===== src/rtl/usb_line_state.sv =====
// USB low-speed receive front end: pin sync, glitch filter, bit-phase recovery.
// Optional glitch filter enabled by defining USB_LINE_FILTER_EN.
package types;
  typedef enum logic [1:0] {
    SE0 = 2'b00,
    J   = 2'b01,
    K   = 2'b10,
    SE1 = 2'b11
  } d_port_t;
endpackage

module usb_line_state
  import types::*;
#(
  parameter int CLKS_PER_BIT = 16,
  parameter int FILTER_LEN   = 3
) (
  input  logic                            clk,
  input  logic                            reset_ni,
  input  logic                            dp_i,
  input  logic                            dn_i,
  output d_port_t                         line_state,
  output logic                            strobe,
  output logic [$clog2(CLKS_PER_BIT)-1:0] phase
);

  localparam int PW = $clog2(CLKS_PER_BIT);

  d_port_t dec;
  d_port_t s1;
  d_port_t s2;
  d_port_t ls_d;

  always_comb begin
    dec = J;
    unique case ({dp_i, dn_i})
      2'b00: dec = SE0;
      2'b01: dec = J;
      2'b10: dec = K;
      2'b11: dec = SE1;
    endcase
  end

  always_ff @(posedge clk) begin
    if (!reset_ni) begin
      s1 <= J;
      s2 <= J;
    end else begin
      s1 <= dec;
      s2 <= s1;
    end
  end

`ifdef USB_LINE_FILTER_EN
  localparam int CW = $clog2(FILTER_LEN + 1);

  d_port_t       cand;
  logic [CW-1:0] cnt;

  always_ff @(posedge clk) begin
    if (!reset_ni) begin
      cand <= J;
      cnt  <= CW'(FILTER_LEN);
    end else if (s2 != cand) begin
      cand <= s2;
      cnt  <= CW'(1);
    end else if (cnt < CW'(FILTER_LEN)) begin
      cnt  <= cnt + 1'b1;
    end
  end

  // A length-1 filter commits on the same edge the candidate is captured.
  always_comb begin
    ls_d = line_state;
    if (FILTER_LEN == 1) begin
      if (s2 != cand) ls_d = s2;
    end else if (s2 == cand && cnt == CW'(FILTER_LEN - 1)) begin
      ls_d = cand;
    end
  end
`else
  always_comb begin
    ls_d = s2;
  end
`endif

  always_ff @(posedge clk) begin
    if (!reset_ni) begin
      line_state <= J;
    end else begin
      line_state <= ls_d;
    end
  end

  // Any line-state change resyncs the bit phase, even on a wrap edge.
  always_ff @(posedge clk) begin
    if (!reset_ni) begin
      phase <= '0;
    end else if (ls_d != line_state) begin
      phase <= '0;
    end else if (phase == PW'(CLKS_PER_BIT - 1)) begin
      phase <= '0;
    end else begin
      phase <= phase + 1'b1;
    end
  end

  assign strobe = (phase == PW'(CLKS_PER_BIT / 2));

endmodule


===== config.mk =====
export PLATFORM = sky130hd
export DESIGN_NAME = usb_line_state
export DESIGN_NICKNAME = d
export VERILOG_FILES = /design/src/rtl/usb_line_state.sv
export SDC_FILE = /design/constraint.sdc
export NUM_CORES = 1
export LEC_CHECK = 0
export ABC_AREA = 1
export ABC_CLOCK_PERIOD_IN_PS = 2550
export CORE_AREA = 2 2 39 41
export CTS_BUF_LIST = sky130_fd_sc_hd__clkbuf_2 sky130_fd_sc_hd__clkbuf_4 sky130_fd_sc_hd__clkbuf_8
export CTS_CLUSTER_DIAMETER = 100
export CTS_CLUSTER_SIZE = 30
export DETAILED_ROUTE_END_ITERATION = 12
export DIE_AREA = 0 0 41 43
export GPL_TIMING_DRIVEN = 0
export MAX_ROUTING_LAYER = met4
export SYNTH_ARGS = -nofsm -noshare
export SYNTH_HDL_FRONTEND = slang
export SYNTH_SLANG_ARGS = --single-unit

===== constraint.sdc =====
create_clock -name clk -period 2.55 [get_ports clk]
set_clock_uncertainty 0.2 [all_clocks]
set_input_delay 0.51 -clock clk [delete_from_list [all_inputs] [get_ports clk]]
set_output_delay 0.51 -clock clk [all_outputs]
set_load 0.05 [all_outputs]

==> flow_summary.toml <==
[outcome]
status = "complete, no violations"

[timing]
finalHoldViolCount = 0
fin_crit_sh_pct = 96.1
finalSetupViolations = 0
worst_pin_slew_ns = 0.490
period_minus_slack_ns = 2.45
maxSlewViolCount = 0
rsz0062_at_grt = "false"
tns_ns = 0
setup_slack_ns = 0.0999
max_freq_ghz = 0.408
maxSlewHeadroom_pct = 67.2

[yosys]
synth_top_area_cell = "dfxtp_1"
netlist_area_um2 = 385
synth.ff_latch_count = 10
ys_types = 11
syn_inst = 48
yosysWarnings = 0
synth_top_cell_area_share_pct = 51.9
syn_area_per_cell_um2 = 8.03
yosysSeqAreaShare_pct = 51.9
mappedNetlistNets = 54
ys_top_cells_by_area = "dfxtp_1 52%, nand2_1 12%, inv_1 9.7%"

[final_layout]
fillers = 155
fin_nets = 69
antenna_cells = 0
area_growth_syn_to_layout_pct = 40.6
drive_above_1_share_pct = 12.9

[clock_tree]
clkTransAtPathRegs_ns = 0.07
clock_latency_ns = 0.26
cts_resized = 0
cts_root_buf = "clkbuf_4"
cts_made_buffers = 3
hold_buffers = 0
cts_max_path_buffers = 2
htree_levels = 1
cts_sinks = 10
post-cts-setup-buffers = 0
cts_tree = "built"

[worst_setup_path]
r2r_slack_ns = 1.33
worstReg2RegEnd = "phase[0]$_SDFF_PP0_"
startpoint_type = "register"
critical_path_class = "register to output pin"
required_ns = 1.84
regToRegStartpoint = "phase[0]$_SDFF_PP0_"
cp_max_fo = 5
crit_path_max_incr_delay_ns = 0.80
cp-end-kind = "output pin"
path_cells = "inv_1 > ha_1 > nand2_1 > nor2_1 > clkdlybuf4s50_1"
slowest_stage = "clkdlybuf4s50_1"
worstPathArrival_ns = 1.74
startpoint = "phase[0]$_SDFF_PP0_"
reg2reg_depth = 6

[min_path]
hold_depth = 2
hp-class = "register to register"
min_to = "ls_d[0]$_SDFF_PN1_"
holdCritStartpoint = "s1[0]$_SDFF_PN1_"

[route]
route.detailed.drc = 0
firstDrtPassIters = 3
vias = 316
routedWlPerCell_um = 6.56
ant_nets = 0
first_iter_violations = 2
routed_wl_um = 512
vias_per_cell = 4.05

[floorplan]
rows = 14
die_height_um = 43
chipWidth_um = 41
coreArea_mm2 = 0.00138
start_util_pct = 27.8
design.portCount = 11
dieArea_mm2 = 0.00176

[power_and_ir_drop]
leakagePower_nw = 0.271
ir_drop_mv = 0.273
power_density_mw_per_mm2 = 673

[global_route]
grt_use_met1_pct = 7.59
grt_pass1_wl_um = 897
grt_max_degree = 8
grtUsageTotal_pct = 8.61
groute.layer.met2.usage_pct = 11.3
antenna_found_initial = 0
busiest_layer = "met2"
grt_pass1_vias = 251
grt-ovfl-total = 0
grtUsageMet3_pct = 4.71

[place]
routabilityCongestion = 0.615
place_hpwl_um = 399
io_buffers = 10
dp_slack_ns = 0.372

[run]
maxCapViolCount = 0
[cells by family (layout without fill, tap and decap cells)]
kind of cell               Yosys count  count (layout)  synth area share, %
xor gates and xnor gates             2               2                 4.55
adders and majority gates            2               2                 6.49
buffers and inverters               11              25                 10.7
DFF                                 10              10                 51.9
and+or+nand+nor                     23              23                 26.3
[power by group]
group | leakage (nW) | total (mW) | internal [mW] | switching [mW]
logic | 0.168 | 0.0532 | 0.0207 | 0.0324
registers | 0.0822 | 0.170 | 0.164 | 0.00597
clock network | 0.0210 | 0.141 | 0.0867 | 0.0546
[cell usage in the layout (no fill, tap or decap)]
| master | netlist | layout |
|---|---|---|
| clkbuf_4 | 0 | 3 |
| clkbuf_8 | 0 | 1 |
| clkdlybuf4s50_1 | 0 | 10 |
| dfxtp_1 | 10 | 10 |
| ha_1 | 2 | 2 |
| inv_1 | 10 | 10 |
| inv_2 | 1 | 1 |
| nand2_1 | 12 | 12 |
| nand2_2 | 2 | 2 |
| nand3_1 | 2 | 2 |
| nor2_1 | 6 | 6 |
| nor2_4 | 1 | 1 |
| xnor2_1 | 1 | 1 |
| xor2_1 | 1 | 1 |
[worst max-delay path by stage]
stage	to	slack (ns)	cells after the start
final	strobe	0.1	5
after global routing	strobe	0.002	5
after CTS	strobe	0.07	5
after detailed placement	strobe	0.37	5
after global placement	strobe	0.38	5
after floorplan	strobe	0.38	4
[registers in the layout, summed over array words and instances (netlist names)]
signal	cells
line_state	2
ls_d	2
phase	4
s1	2
[cell usage after synthesis (all sizes together)]
master,number
xor2,1
ha,2
nand2,14
nor2,7
inv,11
dfxtp,10
nand3,2
xnor2,1
[routing by layer]
layer	vias to the layer above	part of all wire [%]
met2	11	47
met5	-	0
li1	167	-
met3	2	8.0
met1	136	41
met4	0	3.5
[critical path, delay by kind of cell (launching register included)]
family / cells / cell delay (ns)
adder cells (fa/ha/maj): 1 / 0.14
flip-flops: 1 / 0.35
buffers and inverters: 2 / 0.87
AND/OR/NAND/NOR: 2 / 0.13
[metrics by stage]
step                instances  total power, mW  hold slack, ns  cell area, um^2  utilization [%]
floorplan                  48            0.209           0.180              385                -
global placement           74            0.227           0.183              505             36.5
detailed placement         74            0.228           0.190              505             36.5
CTS                        78            0.372           0.207              542             39.2
global route               78            0.387           0.227              542             39.2
finish                     78            0.365           0.204              542             39.2
[layout make-up]
cell class              instances  area [um^2]  share of cell area [%]
well taps                      16         20.0                    3.70
clock buffers                   4         36.3                    6.70
repair buffers                 10          100                    18.5
inverters                      11         41.3                    7.62
flip-flops and latches         10          200                    37.0
multi-input cells              27          144                    26.6
Power figures use the tool's default switching activity.
